===== src/rtl/hamming_pkg.sv =====
// Shared definitions for the Hamming(15,11) arbitrated encoder.
//   DATA_W / CODE_W / PAR_W : data, codeword and parity widths
//   data_t / code_t         : data word and codeword types
//   state_e                 : output-stage occupancy (ST_EMPTY / ST_FULL)
package hamming_pkg;

  localparam int DATA_W = 11;
  localparam int CODE_W = 15;
  localparam int PAR_W  = 4;

  typedef logic [DATA_W-1:0] data_t;
  typedef logic [CODE_W-1:0] code_t;

  typedef enum logic {ST_EMPTY = 1'b0, ST_FULL = 1'b1} state_e;

endpackage


===== src/rtl/hamming_enc_15_11.sv =====
// Combinational Hamming(15,11) encoder, even parity.
//   data_i : D1..D11 at bits 0..10
//   code_o : codeword, bit n-1 holds position n
//            (P1,P2,D1,P4,D2,D3,D4,P8,D5..D11 at positions 1..15)
module hamming_enc_15_11
  import hamming_pkg::*;
(
  input  data_t data_i,
  output code_t code_o
);

  code_t code_v;
  logic  par_v;
  int    di;

  always_comb begin
    code_v = '0;
    par_v  = 1'b0;
    di     = 0;
    // Data bits fill every position that is not a power of two, in order.
    for (int pos = 1; pos <= CODE_W; pos++) begin
      if ((pos & (pos - 1)) != 0) begin
        code_v[pos-1] = data_i[di];
        di = di + 1;
      end
    end
    // Parity Pk covers every position whose index has bit k set. Parity
    // positions never fall inside another parity group's earlier-set bits,
    // so computing them in place on the partly built word is safe.
    for (int k = 0; k < PAR_W; k++) begin
      par_v = 1'b0;
      for (int pos = 1; pos <= CODE_W; pos++) begin
        if ((pos & (1 << k)) != 0) par_v = par_v ^ code_v[pos-1];
      end
      code_v[(1 << k) - 1] = par_v;
    end
  end

  assign code_o = code_v;

endmodule


===== src/rtl/hamming_enc_arb.sv =====
// Two-requester round-robin arbiter feeding a Hamming(15,11) encoder with a
// one-entry output register (same-cycle drain and refill supported).
//   clk, rst_n                : clock, asynchronous active-low reset
//   reqN_valid/data/ready     : requester handshakes (N = 0,1)
//   out_valid/ready/code/src  : codeword output handshake and source index
//   enc_count                 : delivered-codeword counter, present only when
//                               HAMMING_ENC_ARB_STATS_EN is defined
module hamming_enc_arb
  import hamming_pkg::*;
#(
  parameter int CNT_W   = 16,
  parameter int NUM_REQ = 2
) (
  input  logic              clk,
  input  logic              rst_n,
  input  logic              req0_valid,
  input  logic [10:0]       req0_data,
  output logic              req0_ready,
  input  logic              req1_valid,
  input  logic [10:0]       req1_data,
  output logic              req1_ready,
  output logic              out_valid,
  input  logic              out_ready,
  output logic [14:0]       out_code,
  output logic              out_src
`ifdef HAMMING_ENC_ARB_STATS_EN
  ,
  output logic [CNT_W-1:0]  enc_count
`endif
);

  state_e             state_q, state_d;
  logic               prio_q, prio_d;
  code_t              code_q, code_d;
  logic               src_q, src_d;
  logic [NUM_REQ-1:0] req_vld;
  logic [NUM_REQ-1:0] gnt;
  logic               can_load;
  logic               xfer_in;
  data_t              sel_data;
  code_t              enc_code;

  assign req_vld  = {req1_valid, req0_valid};
  assign can_load = (state_q == ST_EMPTY) || out_ready;

  // Grant depends only on valids, occupancy, out_ready and the pointer.
  // Gating with rst_n keeps both readys low while reset is held.
  always_comb begin
    gnt = '0;
    if (rst_n && can_load) begin
      if (&req_vld) gnt[prio_q] = 1'b1;
      else          gnt         = req_vld;
    end
  end

  assign req0_ready = gnt[0];
  assign req1_ready = gnt[1];
  assign xfer_in    = |gnt;
  assign sel_data   = gnt[1] ? req1_data : req0_data;

  hamming_enc_15_11 u_enc (
    .data_i (sel_data),
    .code_o (enc_code)
  );

  always_comb begin
    state_d = state_q;
    prio_d  = prio_q;
    code_d  = code_q;
    src_d   = src_q;
    if (xfer_in) begin
      state_d = ST_FULL;
      prio_d  = ~gnt[1];  // favour the requester that just lost
      code_d  = enc_code;
      src_d   = gnt[1];
    end else if (out_ready) begin
      state_d = ST_EMPTY;
    end
  end

  always_ff @(posedge clk or negedge rst_n) begin
    if (!rst_n) begin
      state_q <= ST_EMPTY;
      prio_q  <= 1'b0;
      code_q  <= '0;
      src_q   <= 1'b0;
    end else begin
      state_q <= state_d;
      prio_q  <= prio_d;
      code_q  <= code_d;
      src_q   <= src_d;
    end
  end

  assign out_valid = (state_q == ST_FULL);
  assign out_code  = code_q;
  assign out_src   = src_q;

`ifdef HAMMING_ENC_ARB_STATS_EN
  logic [CNT_W-1:0] cnt_q, cnt_d;

  // Wraps naturally from all-ones to zero.
  assign cnt_d = (out_valid && out_ready) ? cnt_q + 1'b1 : cnt_q;

  always_ff @(posedge clk or negedge rst_n) begin
    if (!rst_n) cnt_q <= '0;
    else        cnt_q <= cnt_d;
  end

  assign enc_count = cnt_q;
`endif

endmodule

===== config.mk =====
export PLATFORM = sky130hd
export DESIGN_NAME = hamming_enc_arb
export DESIGN_NICKNAME = d
export VERILOG_FILES = /design/src/rtl/hamming_pkg.sv /design/src/rtl/hamming_enc_15_11.sv /design/src/rtl/hamming_enc_arb.sv
export SDC_FILE = /design/constraint.sdc
export NUM_CORES = 1
export LEC_CHECK = 0
export CORE_MARGIN = 1
export CORE_UTILIZATION = 30
export CTS_CLUSTER_DIAMETER = 80
export DETAILED_ROUTE_END_ITERATION = 8
export PLACE_DENSITY = 0.59
export SLEW_MARGIN = 25
export SYNTH_ARGS = -nofsm -noshare
export SYNTH_HDL_FRONTEND = slang
export SYNTH_SLANG_ARGS = --single-unit

===== constraint.sdc =====
create_clock -name clk -period 2.4 [get_ports clk]
set_input_delay 0.6 -clock clk [delete_from_list [all_inputs] [get_ports clk]]
set_output_delay 0.6 -clock clk [all_outputs]
set_load 0.05 [all_outputs]

==> Word level (Yosys, flattened, before mapping) <==
Cells that the tools add are included.
{ "totals": {"output_inout_bits": 19, "latch_bits": 0, "input_bits": 27, "wordCells": 45, "mem_count": 0, "regBits": 18, "rom_bits": 0, "mem_bits_rw": 0} }
{ "op_classes": {"mux": 7, "n_eq_ne": 0, "n_addsub": 0, "n_shift": 0, "div_mod_pow": 0, "reduce_logical": 6, "magnitude_cmp": 2, "mul": 0, "bitwise_logic": 26} }
{ "ops": {"columns": ["cell", "count"], "rows": [
  ["1-bit bitwise XOR", 24],
  ["11-bit two-way mux", 1],
  ["2-bit two-way mux", 2],
  ["1-bit two-way mux", 3],
  ["1-bit logical AND", 2],
  ["1-bit by 2-bit less-than comparator with 1-bit output (second input constant)", 1],
  ["1-bit inverter", 2],
  ["2-bit AND reduction", 1],
  ["2-bit nonzero test", 1],
  ["2-bit OR reduction", 1],
  ["1-bit demux with 1-bit select", 1],
  ["1-bit greater-or-equal comparator (second input constant)", 1],
  ["1-bit logical OR", 1]
]} }

==> Longest topological paths before layout <==
Gate-level depths: netlist (run 1).
{ "depth": {"depth_word": 13, "mapped_depth": 6, "depth_no_buf": 5} }

==> Cells and area by module <==
From an unflattened synthesis (run 1), not the netlist that was laid out.
{ "hier_totals": {"hier_cells": 81, "area_unflattened_um2": 1202.4} }
{ "by_module_without_submodules": {"columns": ["module", "n_inst", "seq_area_each_um2", "cells_per_inst", "area_per_inst_um2"], "rows": [
  ["hamming_enc_arb", 1, 450.4, 57, 897.1],
  ["hamming_enc_15_11", 1, 0.0, 24, 305.3]
]} }

==> Worst setup path before layout (run 1) <==
No wires, ideal clock.
{ "synth_path": {"path_type": "register to output", "from": "register state_q, in the netlist out_valid", "to": "output req1_ready", "path_buffers": 1, "t_arrival_ps": 1533, "slack_ps": 267, "required_ps": 1800, "path_stages_with_launch": 5, "cell_sequence": "dfrtp_1 > nand2b_2 > o2111ai_4 > buf_2 > inv_1"} }
{ "synth_between": {"elab_chain_len": 4} }
{ "synth_lines": {"columns": ["element", "line", "source"], "rows": [
  ["from (decl)", "hamming_enc_arb.sv:32", "state_e state_q, state_d;"],
  ["from (signal assigned)", "hamming_enc_arb.sv:88", "state_q <= state_d;"],
  ["1-bit inverter", "hamming_enc_arb.sv:44", "assign can_load = (state_q == ST_EMPTY) || out_ready;"],
  ["1-bit logical OR", "hamming_enc_arb.sv:44", null],
  ["1-bit logical AND", "hamming_enc_arb.sv:50", "if (rst_n && can_load) begin"],
  ["2-bit two-way mux", "hamming_enc_arb.sv:50", null],
  ["to (decl)", "hamming_enc_arb.sv:21", "output logic req1_ready,"]
]} }
Every way passes these cells.

==> Final worst setup path (run 1) <==
{ "layout_path": {"from": "input out_ready", "to": "output req0_ready"} }
{ "layout_between": {"elab_chain_len": 3} }
{ "layout_lines": {"columns": ["element", "line", "source"], "rows": [
  ["from (decl)", "hamming_enc_arb.sv:23", "input logic out_ready,"],
  ["1-bit logical OR", "hamming_enc_arb.sv:44", null],
  ["1-bit logical AND", "hamming_enc_arb.sv:50", null],
  ["2-bit two-way mux", "hamming_enc_arb.sv:50", null],
  ["to (decl)", "hamming_enc_arb.sv:18", "output logic req0_ready,"]
]} }
Every way passes these cells.

==> results of run 1 <==
[logic make-up after synthesis]
kind of cell    after synthesis
flops                        18
simple gates                 44
compound gates               19
buf+inv                       7
xor+xnor                     36
[path summary, 6_finish.rpt]
check,endpoint,slack (ns),cells past startpoint
setup reg to reg,out_code[12],1.01,6
hold reg to reg,out_src,0.49,2
min in group asynchronous,out_code[3],0.58,1
max in group asynchronous,out_code[7],1.29,2
hold / removal,out_src,0.49,2
setup / recovery,req0_ready,0.12,5
[placed cells by master (no fill, tap or decap)]
cell and instances:
o211ai_1 2, buf_4 5, clkbuf_8 3, o221ai_1 2, xor2_2 1, nand2b_2 1
o221ai_2 1, xnor2_2 3, a31oi_1 12, xor3_1 1, inv_2 1, nand4_4 1
nand2b_1 1, o2111ai_4 1, nand2_1 30, nor2_1 11, xnor3_1 1, xor2_1 8
dfrtp_1 18, buf_12 2, inv_1 2, clkdlybuf4s50_1 43, a41oi_1 1, xnor2_1 22
[metrics by stage]
step	cell area, um^2	utilization (%)	setup WS, ns
2_1_floorplan	1210	-	0.267
4_1_cts	1790	47.5	0.104
5_1_grt	1790	47.5	0.0605
6_report	1790	47.5	0.122
3_5_place_dp	1750	46.4	0.114
3_3_place_gp	1750	46.4	0.115
[area by class of cell]
type,count,area (um^2),share of cell area (%)
multi-input combinational,99,722,40.3
timing repair buffer,50,508,28.3
sequential,18,450,25.1
tap,48,60.1,3.35
clock buffer,3,41.3,2.30
inverter,3,11.3,0.628
[metal layers]
metal  up-vias  track usage, %
li1        515               -
met1       488            21.1
met2        36            25.6
met3         4            1.39
met4         0            7.34
met5         -               0
[registers in the layout, summed over array words and instances, names as in the netlist]
| signal | cells |
|---|---|
| out_src | 1 |
| out_code | 15 |
| prio_q | 1 |
| out_valid | 1 |
[tightest hold or removal path: stages (launching register included)]
cell and delay [ns]:
dfrtp_1 0.35, nand2_1 0.05, nand2_1 0.06
[Yosys cell counts]
master,instances
xor2_2,1
o211ai_1,2
o221ai_1,2
nand2b_1,1
inv_2,1
xor2_1,8
buf_6,1
nand2_1,30
o2111ai_4,1
nand4_4,1
xnor2_1,22
nand2b_2,1
a31oi_1,12
buf_2,2
dfrtp_1,18
xnor2_2,3
a41oi_1,1
xnor3_1,1
o221ai_2,1
buf_4,1
nor2_1,11
inv_1,2
xor3_1,1
[report_power, final]
group | leakage [nW] | internal [mW] | switching, mW
clock network | 0.0216 | 0.111 | 0.0991
registers | 0.211 | 0.391 | 0.0534
logic | 0.505 | 0.328 | 0.513
==> results_dict.tcl, run 1 <==
set metrics [dict create \
    status "complete, no violations" \
    worstSkewPairLatency_ns 0.25 \
    htreeDepth 1 \
    wirelength_um 3010 \
    antenna_cells 0 \
    fin_tns_setup_ns 0 \
    synth_top_area_share_pct 37.2 \
    ys_top_cells_by_area "dfrtp_1, xnor2_1, nand2_1" \
    final-hold-violation-count 0 \
    p_leak_nw 0.737 \
    start_util_pct 32.1 \
    p_per_area_mw_per_mm2 835 \
    muxShareOfSynthArea_pct 0 \
    met2_wirelength_um 1480 \
    fp-row-count 22 \
    synthCells 124 \
    power_mw 1.50 \
    port_buffers 45 \
    synth_seq_cells 18 \
    ys_warn_count 0 \
    grt_pass1_vias 1078 \
    die_x_um 65.6 \
    routed.top_layer "met4" \
    cp_slowest_cell "clkdlybuf4s50_1" \
    finalNetCount 202 \
    met1_length_um 1370 \
    timing.final.crit_share_pct 94.9 \
    drive_above_1_share_pct 11.0 \
    met3_length_um 125 \
    clockBufferDepth 2 \
    hold_class "reg -> reg" \
    area_growth_pct 47.9 \
    dr.pass1.iters 4 \
    drv_cap 0 \
    cts_buffers 3 \
    finalMaxSlewViolations 0 \
    worstSetupPathType "in -> out" \
    synth_top_family_by_area "XOR/XNOR gates" \
    cp_cell_sequence "clkdlybuf4s50_1, nand2b_2, nand4_4, inv_1, buf_12" \
    cts_resized 0 \
    routedWlPerCell_um 13.6 \
    arrival_ns 1.68 \
    cts_setup_buffers 0 \
    die_h_um 65.6 \
    yosys.cell_types.count 23 \
    worst_path_largest_cell_delay_ns 0.44 \
    synth_xor_area_share_pct 30.9 \
    rsz0062_at_grt "no" \
    relSlewSlack_pct 65.6 \
    final_antenna_net_count 0 \
    worst_pin_slew_ns 0.515 \
    setup_viol 0 \
    path_delay_family "buffers and inverters" \
    seq_area_frac_synth_pct 37.2 \
    grt_max_degree 28 \
    synthesis.area_mm2 0.00121 \
    vias 1043 \
    syn_nets 151 \
    cp_num_buf_inv 3 \
    avgSynthCellArea_um2 9.78 \
    io_pins 46 \
    holdWs_ns 0.487 \
    fmax_mhz 439 \
    path_max_fanout 6 \
    critPathRequiredTime_ns 1.80 \
    antenna_found_initial 0 \
    cts_tree "built" \
    drt_iter0_drc 24 \
    clkTransAtPathRegs_ns 0.07 \
    final-instance-count-excl-fill 221 \
    critPathLaunchType "input port" \
    globalRouteOverflowTotal 0 \
    route.detailed.drc 0 \
    yosysTopAreaCell "dfrtp_1" \
    synth_fa_ha_area_share_pct 0 \
    synth_compound_area_share_pct 13.0 \
    r2r-start "prio_q" \
    synthSimpleGateAreaFrac_pct 15.7 \
    fin_skew_ns 0.00304 \
    core_area_mm2 0.00377 \
    vias_per_cell 4.72 \
    dp_cells 218 \
    dieArea_mm2 0.00430 \
    hold_start "out_src" \
    dp_hpwl_um 2490 \
    crit_start "out_ready" \
    place_congestion 0.834 \
    critPathCaptureType "output port" \
    grtUsageTotal_pct 15.8 \
    cts_hold_buf 0 \
    peakVddDrop_mv 0.262 \
    period_minus_slack_ns 2.28 \
    grt_pass1_wl_um 5060 \
    cts.root.buffer_cell "clkbuf_8" \
    cts_sinks 18 \
    n_fill_cell 366 \
]
Power figures use the tool's default switching activity.
==> run 2, diff against run 1 <==
--- a/config.mk
+++ b/config.mk
@@ -6,10 +6,11 @@
 export NUM_CORES = 1
 export LEC_CHECK = 0
 export CORE_MARGIN = 1
-export CORE_UTILIZATION = 30
-export CTS_CLUSTER_DIAMETER = 80
+export CORE_UTILIZATION = 47
+export CTS_CLUSTER_DIAMETER = 150
 export DETAILED_ROUTE_END_ITERATION = 8
-export PLACE_DENSITY = 0.59
+export GPL_TIMING_DRIVEN = 0
+export PLACE_DENSITY = 0.86
 export SLEW_MARGIN = 25
 export SYNTH_ARGS = -nofsm -noshare
 export SYNTH_HDL_FRONTEND = slang
==> results_dict.tcl, run 2 (synthesis gave the netlist of run 1 again) <==
set metrics [dict create \
    post-route-util_pct 74.0 \
    grt_max_degree 24 \
    final-hold-violation-count 0 \
    area_growth_pct 49.7 \
    seqPwrFrac_pct 30.5 \
    reg2reg_depth 6 \
    clockBufferDepth 2 \
    path_max_fanout 5 \
    peakVddDrop_mv 0.615 \
    timing.final.crit_share_pct 97.0 \
    clkTransAtPathRegs_ns 0.10 \
    route.detailed.drc 0 \
    worst_pin_slew_ns 0.565 \
    io_pins 46 \
    drv_cap 0 \
    globalRouteOverflowTotal 0 \
    finalMaxSlewViolations 0 \
    cts_tree "built" \
    hold_class "in -> async" \
    finalNetCount 211 \
    critPathCaptureType "output port" \
    fin_tns_setup_ns 0 \
    status "complete, no violations" \
    die_x_um 52.8 \
    dr.pass1.iters 4 \
    wirelength_um 3080 \
    dieArea_mm2 0.00279 \
    antenna_found_initial 0 \
    cts.root.buffer_cell "clkbuf_4" \
    cts_sinks 18 \
    start_util_pct 49.4 \
    fmax_mhz 430 \
    cts_buffers 3 \
    relSlewSlack_pct 62.3 \
    vias_per_cell 5.12 \
    fp-row-count 18 \
    crit_start "out_ready" \
    p_per_area_mw_per_mm2 804 \
    setup_viol 0 \
    largest_register_ffs 15 \
    r2r-start "prio_q" \
    grtUsageTotal_pct 22.7 \
    critPathRequiredTime_ns 1.80 \
    drt_iter0_drc 29 \
    clkPwrFrac_pct 10.2 \
    final_cell_mix "clkdlybuf4s50_1, nand2_1, xnor2_1" \
    rsz0062_at_grt "no" \
    reg2reg_to "out_code[11]" \
    dp_hpwl_um 2260 \
    cts_hold_buf 0 \
    switching_power_mw 0.669 \
    routedWlPerCell_um 14.5 \
    die_h_um 52.8 \
    critPathLaunchType "input port" \
    drive_above_1_share_pct 17.6 \
    grt_pass1_vias 1003 \
    place_congestion 0.826 \
    p_sw_share_pct 45.9 \
    p_leak_nw 0.772 \
    final_antenna_net_count 0 \
    arrival_ns 1.73 \
    fin_skew_ns 0.00115 \
    antenna_cells 0 \
    n_fill_cell 173 \
    vias 1086 \
    worstSetupPathType "in -> out" \
    htreeDepth 1 \
    reg2reg_slack_ns 1.01 \
    power.internal_mw 0.790 \
    worstSkewPairLatency_ns 0.29 \
    port_buffers 45 \
    power_mw 1.46 \
    combPwrFrac_pct 59.3 \
    core_area_mm2 0.00245 \
    period_minus_slack_ns 2.33 \
    layout_commonest_cell "clkdlybuf4s50_1" \
    grt_pass1_wl_um 4580 \
]
==> run 2: power groups by stage <==
stage / logic [mW] / registers (mW) / clock network, mW
floorplan: 0.251 / 0.741 / 0
global placement: 0.823 / 0.444 / 0
detailed placement: 0.836 / 0.448 / 0
CTS: 0.848 / 0.444 / 0.154
global route: 0.911 / 0.453 / 0.168
finish: 0.866 / 0.444 / 0.149
==> run 2: metal layers <==
| metal | wire (um) | up-vias | global-route usage, % |
|---|---|---|---|
| li1 | - | 538 | - |
| met1 | 1310 | 497 | 30.8 |
| met2 | 1600 | 45 | 38.4 |
| met3 | 131 | 6 | 1.16 |
| met4 | 41 | 0 | 6.58 |
| met5 | 0 | - | 0 |
==> run 2: area by class of cell <==
type | count | area, um^2 | area share [%]
clock buffers | 3 | 22.5 | 1.24
flip-flops and latches | 18 | 450 | 24.8
repair buffers | 55 | 526 | 28.9
inverters | 3 | 11.3 | 0.620
well taps | 30 | 37.5 | 2.07
plain buffers | 4 | 38.8 | 2.14
multi-input cells | 99 | 729 | 40.2
==> run 2: through the flow <==
stage | hold slack, ns | setup WS (ns) | instance area, um^2 | cells
2_1_floorplan | 0.304 | 0.267 | 1210 | 124
3_3_place_gp | 0.464 | -1.56 | 1700 | 199
3_5_place_dp | 0.477 | -1.63 | 1700 | 199
4_1_cts | 0.287 | 0.00145 | 1760 | 205
5_1_grt | 0.304 | 0.00229 | 1820 | 212
6_report | 0.289 | 0.0719 | 1820 | 212
==> run 2: what timing repair did <==
item,4_1_cts,5_1_grt
setup buffers,3,7
resized for setup,25,3
endpoints found under the setup margin,16,2
pin swaps,1,0
==> run 2: worst max path at each step <==
stage          slack [ns]          to
6_report             0.07  req1_ready
5_1_grt             0.002  req1_ready
4_1_cts             0.001  req1_ready
3_5_place_dp        -1.63  req1_ready
3_3_place_gp        -1.56  req1_ready
2_1_floorplan        0.27  req1_ready
==> run 2: critical path, stage by stage <==
cell and delay, ns:
clkdlybuf4s50_1 0.45, nand2b_4 0.16, o2111ai_4 0.14, buf_6 0.18, inv_2 0.05, buf_6 0.14
